$ cat src/rtl/matrix_pkg.sv
// matrix_pkg: shared command encodings, FSM states and default geometry for the LED frame writer
package matrix_pkg;
  localparam int DEF_ROWS = 8;
  localparam int DEF_COLS = 8;
  localparam logic [1:0] OP_PIX_SET    = 2'd0;
  localparam logic [1:0] OP_PIX_CLR    = 2'd1;
  localparam logic [1:0] OP_FILL_CLEAR = 2'd2;
  localparam logic [1:0] OP_COMMIT     = 2'd3;
  typedef enum logic [1:0] {IDLE, CLEAR, WAIT_SWAP} state_t;
endpackage

$ cat src/rtl/matrix_frame_writer.sv
// matrix_frame_writer: builds LED frames from commands and swaps them out at the scanner frame boundary
// DOUBLE_BUFFER_EN: when defined, draws into a back buffer; otherwise draws straight into matrix
module matrix_frame_writer
  import matrix_pkg::*;
#(
  parameter int ROWS = DEF_ROWS,
  parameter int COLS = DEF_COLS
) (
  input  logic                     clk,
  input  logic                     rst_n,
  input  logic                     cmd_valid,
  output logic                     cmd_ready,
  input  logic [1:0]               cmd_op,
  input  logic [$clog2(COLS)-1:0]  cmd_x,
  input  logic [$clog2(ROWS)-1:0]  cmd_y,
  input  logic [ROWS-1:0]          scan_row,
  output logic [ROWS*COLS-1:0]     matrix,
  output logic                     frame_done
);
  localparam int N = ROWS * COLS;
  localparam int IW = $clog2(N);
  localparam int YW = $clog2(ROWS);
  localparam logic [ROWS-1:0] LAST = ROWS'(1) << (ROWS - 1);
  state_t state, state_next;
  logic [YW-1:0] rc, rc_next;
  logic [N-1:0] draw, draw_next;
  logic [IW-1:0] idx;
  logic in_range, swap;
`ifdef DOUBLE_BUFFER_EN
  logic [N-1:0] front;
  assign matrix = front;
`else
  assign matrix = draw;
`endif
  assign in_range = int'(cmd_x) < COLS && int'(cmd_y) < ROWS;
  assign idx = IW'(int'(cmd_y) * COLS + int'(cmd_x));
  always_comb begin
    state_next = state;
    rc_next = rc;
    draw_next = draw;
    swap = 1'b0;
    cmd_ready = state == IDLE;
    case (state)
      IDLE: if (cmd_valid) begin
        if ((cmd_op == OP_PIX_SET || cmd_op == OP_PIX_CLR) && in_range) draw_next[idx] = cmd_op == OP_PIX_SET;
        if (cmd_op == OP_FILL_CLEAR) begin
          state_next = CLEAR;
          rc_next = '0;
        end
        if (cmd_op == OP_COMMIT) state_next = WAIT_SWAP;
      end
      CLEAR: begin
        for (int r = 0; r < ROWS; r++) if (rc == YW'(r)) draw_next[COLS*r +: COLS] = '0;
        rc_next = rc == YW'(ROWS - 1) ? '0 : rc + 1'b1;
        state_next = rc == YW'(ROWS - 1) ? IDLE : CLEAR;
      end
      // only a clean one-hot last row counts as the frame boundary
      WAIT_SWAP: if (scan_row == LAST) begin
        swap = 1'b1;
        state_next = IDLE;
      end
      default: state_next = IDLE;
    endcase
  end
  always_ff @(posedge clk or negedge rst_n)
    if (!rst_n) begin
      state <= IDLE;
      rc <= '0;
      draw <= '0;
      frame_done <= 1'b0;
`ifdef DOUBLE_BUFFER_EN
      front <= '0;
`endif
    end else begin
      state <= state_next;
      rc <= rc_next;
      draw <= draw_next;
      frame_done <= swap;
`ifdef DOUBLE_BUFFER_EN
      front <= swap ? draw : front;
`endif
    end
endmodule
$ cat config.mk
export PLATFORM = sky130hd
export DESIGN_NAME = matrix_frame_writer
export DESIGN_NICKNAME = d
export VERILOG_FILES = /design/src/rtl/matrix_pkg.sv /design/src/rtl/matrix_frame_writer.sv
export SDC_FILE = /design/constraint.sdc
export NUM_CORES = 1
export LEC_CHECK = 0
export CORE_ASPECT_RATIO = 0.9
export CORE_MARGIN = 5
export CORE_UTILIZATION = 44
export DETAILED_ROUTE_END_ITERATION = 7
export PLACE_DENSITY = 0.76
export SYNTH_ARGS = -nofsm -noshare
export SYNTH_HDL_FRONTEND = slang
export SYNTH_SLANG_ARGS = --single-unit
$ cat constraint.sdc
create_clock -name clk -period 1.45 [get_ports clk]
set_clock_uncertainty 0.1 [all_clocks]
set_input_delay 0.2175 -clock clk [delete_from_list [all_inputs] [get_ports clk]]
set_output_delay 0.2175 -clock clk [all_outputs]
set_load 0.005 [all_outputs]
# After elaboration in Yosys (flattened, before gate mapping)
# Cells that the tools add are included.
dict set report totals {
  reg_bits 70
  in_bits 19
  out_inout_bits 66
  wordCells 83
}
dict set report classes {
  add_sub_neg 2
  n_lt_le_gt_ge 2
  eq_ne 26
  mux 26
  n_reduce_logical 16
}
# cell n
set op_table {}
lappend op_table {{2-to-1 mux 64 bit} 2}
lappend op_table {{one-hot mux 64 bit (2 select lines)} 1}
lappend op_table {{bitwise mux 64 bit} 1}
lappend op_table {{2-to-1 mux 8 bit} 8}
lappend op_table {{AND reduction 4 bit} 8}
lappend op_table {{inequality test 2 bit (second input constant)} 10}
lappend op_table {{== test 3 bit (second input constant)} 4}
lappend op_table {{2-to-1 mux 3 bit} 3}
lappend op_table {{== test 8 bit (second input constant)} 1}
lappend op_table {{2-to-1 mux 2 bit} 4}
lappend op_table {{less-than comparator 6 x 7 -> 1 bit (second input constant)} 1}
lappend op_table {{adder 6 x 3 -> 6 bit} 1}
lappend op_table {{demux 1 bit (select 6 bit)} 1}
lappend op_table {{== test 2 bit (second input constant)} 3}
lappend op_table {{== test 3 x 2 -> 1 bit (second input constant)} 2}
lappend op_table {{>= comparator 6 x 1 -> 1 bit (second input constant)} 1}
lappend op_table {{one-hot mux 2 bit (3 select lines)} 1}
lappend op_table {{one-hot mux 3 bit (2 select lines)} 1}
lappend op_table {{AND reduction 3 bit} 2}
lappend op_table {{== test 2 x 1 -> 1 bit (second input constant)} 2}
lappend op_table {{zero test 2 bit} 2}
lappend op_table {{2-to-1 mux 1 bit} 4}
lappend op_table {{inequality test 2 x 1 -> 1 bit (second input constant)} 2}
lappend op_table {{adder 3 x 1 -> 3 bit (second input constant)} 1}
lappend op_table {{other kinds (6)} 6}

# Depth between registers and ports, before layout
dict set report logic_depth {
  word_depth 9
  depth_mapped 6
  depth_no_buf 6
}

# Least setup slack after synthesis
# Ideal clock, no wire load.
dict set report synth_timing {
  path_kind {register to register}
  startpoint {reg rc[0]}
  endpoint {reg draw[30], in the netlist matrix[30]}
  setup_ns 0.084
  arrival_time_ns 1.374
  required_time_ns 1.266
  slack_ns -0.108
  path_stages_with_launch 7
  path_buffers 0
  synth_period_minus_slack_ns 1.558
  path_cell_list {dfrtp_1 ha_1 ha_1 and2_1 o211ai_2 o21ai_0 o21ai_0}
}
dict set report synth_between {
  elab_chain_len 3
}
# item line_no
set synth_lines {}
lappend synth_lines {{start: declaration} matrix_frame_writer.sv:25} ;# logic [YW-1:0] rc, rc_next;
lappend synth_lines {{start signal: assignment} matrix_frame_writer.sv:76} ;# rc <= rc_next;
lappend synth_lines {{== test 3 x 2 -> 1 bit} matrix_frame_writer.sv:53} ;# for (int r = 0; r < ROWS; r++) if (rc == YW'(r)) draw_next[COLS*r +: COLS] = '0;
lappend synth_lines {{inequality test 2 bit (no line)} --}
lappend synth_lines {{AND reduction 4 bit (no line)} --}
lappend synth_lines {{end signal: assignment} matrix_frame_writer.sv:77} ;# draw <= draw_next;
lappend synth_lines {{end: declaration} matrix_frame_writer.sv:26} ;# logic [N-1:0] draw, draw_next;
# No other way between the ends.
# A chain may end at the register's enable or synchronous reset.

# Worst setup path in the final report
dict set report layout_timing {
  startpoint {reg state[1]}
  endpoint {reg draw[24], in the netlist matrix[24]}
}
dict set report layout_between {
  elab_chain_len 3
}
# item line_no
set layout_lines {}
lappend layout_lines {{start: declaration} matrix_frame_writer.sv:24} ;# state_t state, state_next;
lappend layout_lines {{start signal: assignment} matrix_frame_writer.sv:75} ;# state <= state_next;
lappend layout_lines {{== test 2 x 1 -> 1 bit or zero test 2 bit (tied branches)} matrix_frame_writer.sv:43} ;# case (state)
lappend layout_lines {{inequality test 2 bit (no line) (tied with other cells)} --}
lappend layout_lines {{AND reduction 4 bit (no line)} --}
# Several ways; a longest one is shown, not always the timed one.

==> reports/results.tsv <==
metric	value	unit
r2r_start	state[1]	
clk_pin_slew	0.09	ns
cap_violations	0	
area.growth.synth_to_final	70.8	%
yosys.area_share.xor_xnor	0	
hold_viol	0	
synth_nets	327	
cp_slowest_cell	dfrtp_2	
layout_commonest_cell	o21ai_1	
synthDistinctLibCells	52	
grt_pass1_wl	17.8	mm
antenna_found_initial	0	
synth-edff-count	0	
tritoncts	yes	
final_cell_mix	92 x o21ai_1, 66 x dlygate4sd2_1, 65 x dfrtp_1, 59 x buf_4, 21 x o21ai_2	
track_usage	0.246	
r2r_setup_slack	-0.31	ns
cts-root-buf	clkbuf_8	
slew_viol_final	0	
initial_core_util	0.455	
grt_max_degree	71	
synth-compound-area-share	0.259	
std_cell_rows	29	
worst-path-buf-inv	4	
rsz0062_at_grt	yes	
path_delay_family	compound AO/OA/AOI/OAI gates	
drc	0	
synth_top_family_by_area	compound AO/OA/AOI/OAI gates	
antenna_cells	0	
fin_nets	496	
setup_viol_count_final	65	
r2r-end	matrix[24]	
final.setup.worst_slack	-0.306	ns
finalCritPeriodShare	1.21	
drtIter0Drc	219	
dieArea	9170	um2
wl	12.1	mm
r2r_cells	8	
required	1.58	ns
vias	3297	
slew_headroom	0.706	
yosysWarnings	0	
place_inst	513	
gp_congestion	0.962	
yosys.area_share.simple	0.141	
crit_arrival	1.89	ns
synth_ff_type	dfrtp_1	
ys_seq_elements	70	
clk_path_buf_depth	2	
synthMuxAreaShare	0.00309	
cts_buffers	9	
violations	negative setup slack	
critPathMaxFanout	5	
hp-class	in2async	
synth_top_area_cell	dfrtp_1	
yosysTopAreaCellShare	0.542	
path_class	reg2reg	
ant_nets	0	
avgSynthCellArea	10.7	um2
fmax	0.569	GHz
synth-seq-area-share	0.542	
tightestPinTransition	0.439	ns
status	finished, violations left	
dieWidth	100	um
insertion_delay	0.35	ns
max_stage_delay	0.41	ns
critPathLaunchType	register	
synthCells	302	
hpwl	6.93	mm
drt_first_pass_iters	4	
p_leak	2.63	nW
synth_area_leaders	dfrtp_1 54%, o21ai_0 16%, ha_1 2.3%	
io_pins	85	
synthAdderAreaFrac	0.0232	
path_cells	buf_6 -> buf_6 -> o21ba_4 -> buf_6 -> o211ai_4 -> buf_4 -> o21ai_2 -> o21ai_1	
coreArea	7110	um2
grt.overflow.total	0	
avgRoutedWirePerCell	21.3	um
finalWorstPathRequiredPeriod	1.76	ns
netlist_area	3230	um2
final_cells	569	
async_flop_share	1.00	
h-tree-depth	3	
ir_drop	0.000991	V
end_kind	register	
via_per_inst	5.79	
io_buffers	84	
powerDensity	1530	nW/um2
cts_sinks	70	
die_y	91.3	um
grt_pass1_vias	3437	
cpMostUsedCell	buf_6	
final_layout_size_suffix_gt1_frac	0.389	
fin_util	0.777	
flip-flops by register name, indices dropped and copies added, names as in the netlist:
name / cells
state: 2
rc: 3
matrix: 64
frame_done: 1
synthesized netlist by cell type, drive strengths merged, types with 2 or more instances:
| master | count |
|---|---|
| a31oi | 2 |
| and2 | 2 |
| and3b | 5 |
| buf | 4 |
| clkbuf | 5 |
| dfrtp | 70 |
| ha | 6 |
| inv | 14 |
| nand2 | 17 |
| nand3 | 2 |
| nand3b | 3 |
| nand4 | 2 |
| nor2 | 6 |
| nor2b | 9 |
| nor3b | 2 |
| nor4 | 2 |
| nor4b | 2 |
| o211ai | 4 |
| o21ai | 114 |
| o221ai | 9 |
| or3b | 3 |
worst max path at each step:
stage,from,to,slack [ns],cells after the start
6_report,state[1],matrix[24],-0.31,8
5_1_grt,state[0],matrix[6],-0.37,6
2_1_floorplan,rc[0],matrix[62],-0.02,6
3_3_place_gp,cmd_op[1],matrix[19],-0.46,5
3_5_place_dp,cmd_op[1],matrix[21],-0.52,5
4_1_cts,state[0],matrix[55],-0.21,5
area by class of cell:
type,instances,area (um2)
clock buffer,9,124
multi-input combinational,209,1820
fill,445,1590
inverter,14,70.1
clock inverter,7,106
tap,93,116
sequential,70,1760
timing repair buffer,167,1530
tightest hold or removal path: stages:
cell and delay (ns):
dlygate4sd3_1 0.52, buf_2 0.12, buf_12 0.31
power breakdown:
group / internal (W) / switching (W)
Sequential: 0.00226 / 0.000266
Clock: 0.000995 / 0.000842
Combinational: 0.00201 / 0.00207
Total: 0.00526 / 0.00317
metrics by stage:
step                power [W]  cell area [um2]  hold slack (ns)  setup slack (ns)  setup TNS [ns]
floorplan             0.00372             3290           -0.178           -0.0246          -0.347
global placement      0.00512             4550            0.165            -0.461          -26.81
global route          0.00881             5530            0.342            -0.373          -17.20
CTS                   0.00769             5220            0.329            -0.206           -9.65
detailed placement    0.00521             4550            0.164            -0.521          -29.52
finish                0.00843             5530            0.302            -0.306          -13.14
kinds of logic (layout without fill, tap and decap cells):
group,count (synthesis),count (layout)
adders and majority gates,6,6
DFF,70,70
buffers and inverters,23,197
and+or+nand+nor,63,63
muxes,1,1
AOI/OAI and AO/OA,139,139
timing repair:
action | CTS | global route
endpoints found under the setup margin | 133 | 68
buffers inserted | 31 | 14
hold buffers | 1 | 0
endpoints found under the hold margin | 70 | 0
resized for setup | 210 | 49
pin swaps | 59 | 47
per-layer routing:
layer	GRT usage	up-vias	part of all wire
met5	0	-	0
met4	0.0763	0	0.024
met3	0.0667	33	0.075
met2	0.440	165	0.54
met1	0.284	1639	0.36
li1	-	1460	-
No activity file was read; power rests on OpenSTA's default activity.
